**src/rtl/uart_rx.sv**
```systemverilog
// 8N1 UART receiver with 2-flop synchroniser, baud counter and one-entry holding register.
// Optional UART_RX_MAJORITY_EN: 2-of-3 majority vote around each mid-bit sample.
module uart_rx #(
  parameter int CLOCK_FREQ = 64_000_000,
  parameter int BAUD_RATE  = 115_200
) (
  input  logic       clk,
  input  logic       rst_n,
  input  logic       uart_rxd,
  output logic [7:0] uart_rx_data,
  output logic       uart_rx_valid,
  input  logic       uart_rx_ready,
  output logic       uart_rx_busy,
  output logic       uart_rx_frame_err,
  output logic       uart_rx_overrun
);

  localparam int CPB = (CLOCK_FREQ + BAUD_RATE / 2) / BAUD_RATE;
  localparam logic [15:0] L_BIT = 16'(CPB - 1);
`ifdef UART_RX_MAJORITY_EN
  // Decide one clock after mid so the vote window is mid-1, mid, mid+1.
  localparam logic [15:0] L_HALF = 16'(CPB / 2);
`else
  localparam logic [15:0] L_HALF = 16'(CPB / 2 - 1);
`endif

  typedef enum logic [2:0] {
    S_IDLE,
    S_START,
    S_DATA,
    S_STOP,
    S_WAIT
  } state_t;

  state_t      r_state;
  state_t      w_state_n;
  logic [15:0] r_cnt;
  logic [15:0] w_cnt_n;
  logic [7:0]  r_shift;
  logic [7:0]  w_shift_n;
  logic [2:0]  r_bit;
  logic [2:0]  w_bit_n;
  logic        r_sync1;
  logic        r_sync2;
  logic        w_rx;
  logic        w_smp;
  logic        w_tick;
  logic        w_deliver;
  logic        w_ferr;
  logic [7:0]  r_data;
  logic        r_valid;
  logic        r_ferr;
  logic        r_ovr;

  always_ff @(posedge clk or negedge rst_n) begin
    if (!rst_n) begin
      r_sync1 <= 1'b1;
      r_sync2 <= 1'b1;
    end else begin
      r_sync1 <= uart_rxd;
      r_sync2 <= r_sync1;
    end
  end

  assign w_rx = r_sync2;

`ifdef UART_RX_MAJORITY_EN
  logic r_d1;
  logic r_d2;

  always_ff @(posedge clk or negedge rst_n) begin
    if (!rst_n) begin
      r_d1 <= 1'b1;
      r_d2 <= 1'b1;
    end else begin
      r_d1 <= w_rx;
      r_d2 <= r_d1;
    end
  end

  assign w_smp = (w_rx & r_d1) | (w_rx & r_d2) | (r_d1 & r_d2);
`else
  assign w_smp = w_rx;
`endif

  assign w_tick = (r_cnt == 16'd0);

  always_ff @(posedge clk or negedge rst_n) begin
    if (!rst_n) begin
      r_state <= S_IDLE;
      r_cnt   <= 16'd0;
      r_shift <= 8'd0;
      r_bit   <= 3'd0;
    end else begin
      r_state <= w_state_n;
      r_cnt   <= w_cnt_n;
      r_shift <= w_shift_n;
      r_bit   <= w_bit_n;
    end
  end

  always_comb begin
    w_state_n = r_state;
    w_cnt_n   = w_tick ? r_cnt : r_cnt - 16'd1;
    w_shift_n = r_shift;
    w_bit_n   = r_bit;
    w_deliver = 1'b0;
    w_ferr    = 1'b0;
    unique case (r_state)
      S_IDLE: begin
        if (!w_rx) begin
          w_cnt_n   = L_HALF;
          w_state_n = S_START;
        end
      end
      S_START: begin
        if (w_tick) begin
          if (!w_smp) begin
            w_cnt_n   = L_BIT;
            w_bit_n   = 3'd0;
            w_state_n = S_DATA;
          end else begin
            w_state_n = S_IDLE;
          end
        end
      end
      S_DATA: begin
        if (w_tick) begin
          w_shift_n = {w_smp, r_shift[7:1]};
          w_cnt_n   = L_BIT;
          w_bit_n   = r_bit + 3'd1;
          if (r_bit == 3'd7) begin
            w_state_n = S_STOP;
          end
        end
      end
      S_STOP: begin
        if (w_tick) begin
          if (w_smp) begin
            w_deliver = 1'b1;
            w_state_n = S_IDLE;
          end else begin
            w_ferr    = 1'b1;
            w_state_n = S_WAIT;
          end
        end
      end
      S_WAIT: begin
        if (w_rx) begin
          w_state_n = S_IDLE;
        end
      end
      default: begin
        w_state_n = S_IDLE;
      end
    endcase
  end

  always_ff @(posedge clk or negedge rst_n) begin
    if (!rst_n) begin
      r_data  <= 8'd0;
      r_valid <= 1'b0;
      r_ferr  <= 1'b0;
      r_ovr   <= 1'b0;
    end else begin
      r_ferr <= w_ferr;
      r_ovr  <= w_deliver & r_valid & ~uart_rx_ready;
      if (w_deliver && (!r_valid || uart_rx_ready)) begin
        r_data  <= r_shift;
        r_valid <= 1'b1;
      end else if (!w_deliver && r_valid && uart_rx_ready) begin
        r_valid <= 1'b0;
      end
    end
  end

  assign uart_rx_data      = r_data;
  assign uart_rx_valid     = r_valid;
  assign uart_rx_busy      = (r_state != S_IDLE);
  assign uart_rx_frame_err = r_ferr;
  assign uart_rx_overrun   = r_ovr;

endmodule

```
**config.mk**
```make
export PLATFORM = sky130hd
export DESIGN_NAME = uart_rx
export DESIGN_NICKNAME = d
export VERILOG_FILES = /design/src/rtl/uart_rx.sv
export SDC_FILE = /design/constraint.sdc
export NUM_CORES = 1
export LEC_CHECK = 0
export BUFFER_PORTS_ARGS = -buffer_cell sky130_fd_sc_hd__buf_2
export CORE_ASPECT_RATIO = 0.75
export CORE_MARGIN = 2
export CORE_UTILIZATION = 53
export CTS_CLUSTER_SIZE = 28
export DETAILED_ROUTE_END_ITERATION = 12
export PLACE_DENSITY = 0.73
export SLEW_MARGIN = 20
export SYNTH_ARGS = -nofsm -noshare
export SYNTH_HDL_FRONTEND = slang
export SYNTH_SLANG_ARGS = --single-unit
```
**constraint.sdc**
```tcl
create_clock -name clk -period 1.98 [get_ports clk]
set_input_delay 0.099 -clock clk [delete_from_list [all_inputs] [get_ports clk]]
set_output_delay 0.099 -clock clk [all_outputs]
set_load 0.03 [all_outputs]
```
==> results_dict.tcl, run 1 <==
set metrics [dict create \
    status "finished with violations" \
    violations "negative setup slack" \
    numClockSinks 43 \
    cp.arrival_ps 2180 \
    hold_viol_final 0 \
    slew-limit-headroom_pct 71.0 \
    maxSlewViolCount 0 \
    numCtsBuffers 5 \
    async_flop_share_pct 100 \
    die_y_um 58.1 \
    io_pins 16 \
    criticalPathCategory "reg2reg" \
    grt_pass1_wl_um 7470 \
    ir_drop_v 0.000519 \
    clkLatencyLatePin_ps 290 \
    finish.net_count 235 \
    r2r_end "r_cnt[0]" \
    synthesis.area_sq_um 2060 \
    startpoint "r_cnt[0]" \
    worst_pin_slew_ps 435 \
    gp_congestion 0.881 \
    synth_warnings 0 \
    wl_um 4600 \
    r2r_cells 8 \
    end_kind "flop" \
    grt_max_degree 25 \
    initial_core_util_pct 55.7 \
    path_max_fanout 3 \
    design.core.area_sq_um 3710 \
    ff2ff_setup_slack_ps -4 \
    period_needed_ps 1980 \
    ys_seq_area_share_pct 52.2 \
    max_freq_ghz 0.504 \
    post-route-period-util_pct 100 \
    syn_area_per_cell_sq_um 11.1 \
    drtPass1Iterations 4 \
    ys_seq_elements 43 \
    holdWs_ps 131 \
    h-tree-depth 2 \
    rsz0062_at_grt "true" \
    final_common_cell "dfrtp_1" \
    grt_pass1_vias 1586 \
    startpoint_type "flop" \
    synth-edff-count 0 \
    synth_ff_type "dfrtp_1" \
    dpl.hpwl_um 3230 \
    cts_max_path_buffers 2 \
    post-place-ws_ps 9.64 \
    synthCells 186 \
    antenna_found_initial 0 \
    final_cell_mix "dfrtp_1, nor2_1, buf_4" \
    drc_errors 0 \
    r2r_start "r_cnt[0]" \
    globalRouteTotalUtil_pct 21.6 \
    die_area_sq_um 4420 \
    hp-class "in2reg" \
    cts_tree "done" \
    p_leak_nw 1.20 \
    port_buffers 15 \
    syn2layout_area_growth_pct 25.6 \
    clkTransAtPathRegs_ps 80 \
    vias_per_cell 5.78 \
    drv_cap 0 \
    drtIter0Drc 127 \
    fin_skew_ps 5.41 \
    diodes 0 \
    cellPowerDensity_nw_per_um2 653 \
    cts.root.buffer_cell "clkbuf_8" \
    crit_path_end "r_cnt[0]" \
    drive_above_1_share_pct 33.8 \
    fp.dieW_um 76.1 \
    synth_cell_types 45 \
    rows 19 \
    wl_per_cell_um 16.4 \
    setup_violations 1 \
    vias 1619 \
    grt_overflow_total 0 \
    fin_ws_ps -3.89 \
    worstPathRequired_ps 2170 \
    ant_nets 0 \
    synth_fp_nets 194 \
]
critical path: stages, from the launching register on:
cell     delay, ps
dfrtp_1        390
inv_1          120
ha_4           160
nor4b_2        200
and4_1         270
inv_1           80
ha_1           320
o21ai_0         90
o31ai_1        250
synthesized netlist by cell type, types with 2 or more instances:
cell type | count | share of area, %
a211oi_1 | 4 | 1.5
a21oi_1 | 8 | 1.9
a22o_1 | 2 | 0.85
a31oi_1 | 2 | 0.61
buf_2 | 2 | 0.48
clkbuf_1 | 3 | 0.55
dfrtp_1 | 41 | 50
dfstp_2 | 2 | 2.5
ha_1 | 4 | 2.4
inv_1 | 5 | 0.91
mux2_2 | 17 | 9.3
mux2i_1 | 2 | 0.97
nand2_1 | 8 | 1.5
nand3_1 | 4 | 0.97
nand3b_1 | 3 | 1.1
nand4_1 | 3 | 0.91
nor2_1 | 22 | 4.0
nor2b_1 | 3 | 0.91
nor3_1 | 10 | 2.4
nor3b_1 | 2 | 0.73
nor4_1 | 3 | 0.91
o21ai_0 | 2 | 0.48
o31ai_1 | 4 | 1.5
or3_1 | 3 | 0.91
or4_1 | 3 | 1.1
xnor2_1 | 2 | 0.85
xor2_1 | 4 | 1.7
per-stage QoR:
step           std cells  area [sq um]  utilization, %  total power, mW  setup TNS [ps]
2_1_floorplan        186          2110               -            0.906           -5.54
3_3_place_gp         266          2370            63.8            0.928               0
3_5_place_dp         266          2370            63.8            0.930               0
4_1_cts              276          2520            67.9             1.72               0
5_1_grt              280          2590            69.9             1.77            -742
6_report             280          2590            69.9             1.69           -3.89
cell families (layout without fill, tap and decap cells):
kind of cell / count (synthesis) / after routing / synth area share, %
buffers and inverters: 12 / 54 / 2.55
adder cells (fa/ha/maj): 4 / 4 / 2.42
XOR/XNOR: 6 / 6 / 2.55
flip-flops: 43 / 43 / 52.2
AND/OR/NAND/NOR: 75 / 75 / 21.4
multiplexers: 19 / 19 / 10.2
AO/OA/AOI/OAI: 27 / 27 / 8.61
final cells by class:
| type | instances | area [sq um] |
|---|---|---|
| clock inverter | 2 | 60.1 |
| clock buffer | 6 | 72.6 |
| fill | 275 | 1110 |
| tap | 52 | 65.1 |
| timing repair buffer | 41 | 283 |
| sequential | 43 | 1080 |
| multi-input combinational | 131 | 1020 |
| inverter | 5 | 18.8 |
where the power goes:
| part | total [mW] | internal (mW) | switching [mW] | leakage (nW) |
|---|---|---|---|---|
| Clock | 0.779 | 0.504 | 0.275 | 0.0654 |
| Sequential | 0.884 | 0.881 | 0.00314 | 0.563 |
| Combinational | 0.0296 | 0.00842 | 0.0212 | 0.569 |
| Total | 1.69 | 1.39 | 0.300 | 1.20 |
timing repair:
action | CTS | global route
gates resized for setup | 0 | 12
setup buffers | 0 | 3
hold endpoints to repair | 20 | 0
hold buffers | 2 | 0
endpoints found under the setup margin | 0 | 29
state kept, by name (all words and copies together), names as in the netlist:
signal and flops:
r_state 3, r_sync2 1, uart_rx_valid 1, uart_rx_overrun 1, r_cnt 16, r_bit 3
r_sync1 1, r_shift 8, uart_rx_data 8, uart_rx_frame_err 1
worst min-delay path by stage:
stage,end,depth (start not counted),slack [ps],from
6_report,uart_rx_overrun,3,130,uart_rx_ready
5_1_grt,uart_rx_overrun,3,160,uart_rx_ready
4_1_cts,uart_rx_overrun,3,100,uart_rx_ready
3_5_place_dp,r_cnt[5],1,70,rst_n
3_3_place_gp,r_cnt[4],1,60,rst_n
2_1_floorplan,r_bit[0],0,-200,rst_n
per-layer routing:
| metal | GRT usage, % | routed length (um) | vias up |
|---|---|---|---|
| met5 | 0 | 0 | - |
| met3 | 5.14 | 195 | 4 |
| met4 | 6.23 | 16 | 0 |
| li1 | - | - | 756 |
| met2 | 35.1 | 2220 | 44 |
| met1 | 29.7 | 2170 | 815 |
Power figures use the tool's default switching activity.
==> inputs of run 2 (changes only) <==
Settings changed: CORE_MARGIN 2 to not set, CORE_UTILIZATION 53 to 55, PLACE_DENSITY 0.73 to 0.72.
Clock period 1.98 ns to 2.2 ns, I/O delays scaled along.
==> run 2 against run 1 <==
- the flow now finishes without violations
- utilization down 0.46 points
- sequential cell count unchanged
- fmax down 3.0%
- cell area down 8.3%
- sequential power down 10%
- total power down 23%
- global-route usage up 1.6 points
- final cell count down 4.3%
- non-clock buffer count down 10
- via count down 4.0%
- die area down 9.3%
- first-iteration DRC count down 33%
==> results_dict.tcl, run 2 (synthesis results as in run 1) <==
set metrics [dict create \
    drc_errors 0 \
    path_max_fanout 11 \
    end_kind "flop" \
    cts_tree "done" \
    design.core.area_sq_um 3420 \
    finish.net_count 225 \
    maxSlewViolCount 0 \
    largest-register "r_cnt" \
    diodes 0 \
    drtPass1Iterations 4 \
    cts_max_path_buffers 2 \
    cp.arrival_ps 2220 \
    die_area_sq_um 4010 \
    worst_pin_slew_ps 933 \
    hp-class "in2reg" \
    grt_pass1_vias 1427 \
    placed_area_sq_um 2270 \
    fin_ws_ps 154 \
    numClockSinks 43 \
    p_leak_nw 1.11 \
    vias_per_cell 5.80 \
    hold_buffers 2 \
    rsz0062_at_grt "false" \
    drive_above_1_share_pct 28.0 \
    setup_tns_ps 0 \
    cts.root.buffer_cell "clkbuf_8" \
    grt_max_degree 44 \
    grt_pass1_wl_um 6640 \
    ir_drop_v 0.000470 \
    die_y_um 55.1 \
    antenna_found_initial 0 \
    register_area_sq_um 1080 \
    largest_reg_flops 16 \
    globalRouteTotalUtil_pct 23.3 \
    startpoint_type "flop" \
    ant_nets 0 \
    cellPowerDensity_nw_per_um2 546 \
    io_pins 16 \
    wl_um 4210 \
    worstPathRequired_ps 2370 \
    rows 18 \
    final_common_cell "dfrtp_1" \
    postLayoutCoreUtil_pct 69.5 \
    period_needed_ps 2050 \
    max_freq_ghz 0.489 \
    grt_overflow_total 0 \
    clkTransAtPathRegs_ps 80 \
    drv_cap 0 \
    initial_core_util_pct 60.3 \
    numCtsBuffers 5 \
    slew-limit-headroom_pct 37.8 \
    clkLatencyLatePin_ps 290 \
    vias 1555 \
    syn2layout_area_growth_pct 15.2 \
    hold_viol_final 0 \
    port_buffers 15 \
    setup_violations 0 \
    final_cell_mix "dfrtp_1, nor2_1, mux2_2" \
    design_area_sq_um 2380 \
    criticalPathCategory "reg2reg" \
    wl_per_cell_um 15.7 \
    place_inst 258 \
    dpl.hpwl_um 3120 \
    cts_resized 0 \
    post-cts-setup-buffers 0 \
    gp_congestion 0.901 \
    nFillCells 269 \
    status "finished clean" \
    fin_cells 268 \
    fp.dieW_um 72.7 \
    drtIter0Drc 85 \
    post-place-ws_ps 194 \
    post-route-period-util_pct 93.0 \
    h-tree-depth 2 \
    multi_input_area_sq_um 933 \
    fin_skew_ps 5.87 \
]
## run 2: critical path: stages, from the launching register on
cell and delay, ps:
dfrtp_1 430, nor4_1 320, buf_4 180, nand3_2 130, nor4b_2 270, buf_4 240, mux2_2 350
## run 2: per-layer routing
layer | vias up | global-route usage, % | wire, um
met4 | 0 | 7.84 | 57
met2 | 57 | 34.9 | 1790
li1 | 738 | - | -
met5 | - | 0 | 0
met1 | 751 | 32.3 | 2090
met3 | 9 | 7.25 | 269
## run 2: power by group
group          total, mW  internal, mW  leakage (nW)  switching [mW]
logic             0.0243       0.00639         0.504          0.0179
registers          0.796         0.793         0.563         0.00326
clock network      0.479         0.222        0.0412           0.257
## run 2: cell type report
cell class | count | share of cell area, %
clock inverter | 2 | 0.526
sequential | 43 | 45.3
tap | 50 | 2.63
clock buffer | 6 | 3.05
inverter | 5 | 0.789
multi-input combinational | 131 | 39.2
timing repair buffer | 31 | 8.42
## run 2: worst paths after layout
path,from,end,slack [ps],cells after the start
hold / removal,uart_rx_ready,uart_rx_overrun,150,3
hold reg to reg,r_sync1,r_sync2,360,0
min in group asynchronous,rst_n,r_cnt[11],500,2
setup reg to reg,r_cnt[3],r_shift[6],150,6
setup / recovery,r_cnt[3],r_shift[6],150,6
max in group asynchronous,rst_n,uart_rx_frame_err,1110,2
## run 2: metrics by stage
stage,total power [mW],hold WS [ps]
4_1_cts,1.32,149
3_5_place_dp,0.834,217
5_1_grt,1.34,166
2_1_floorplan,0.815,-186
3_3_place_gp,0.834,216
6_report,1.30,148
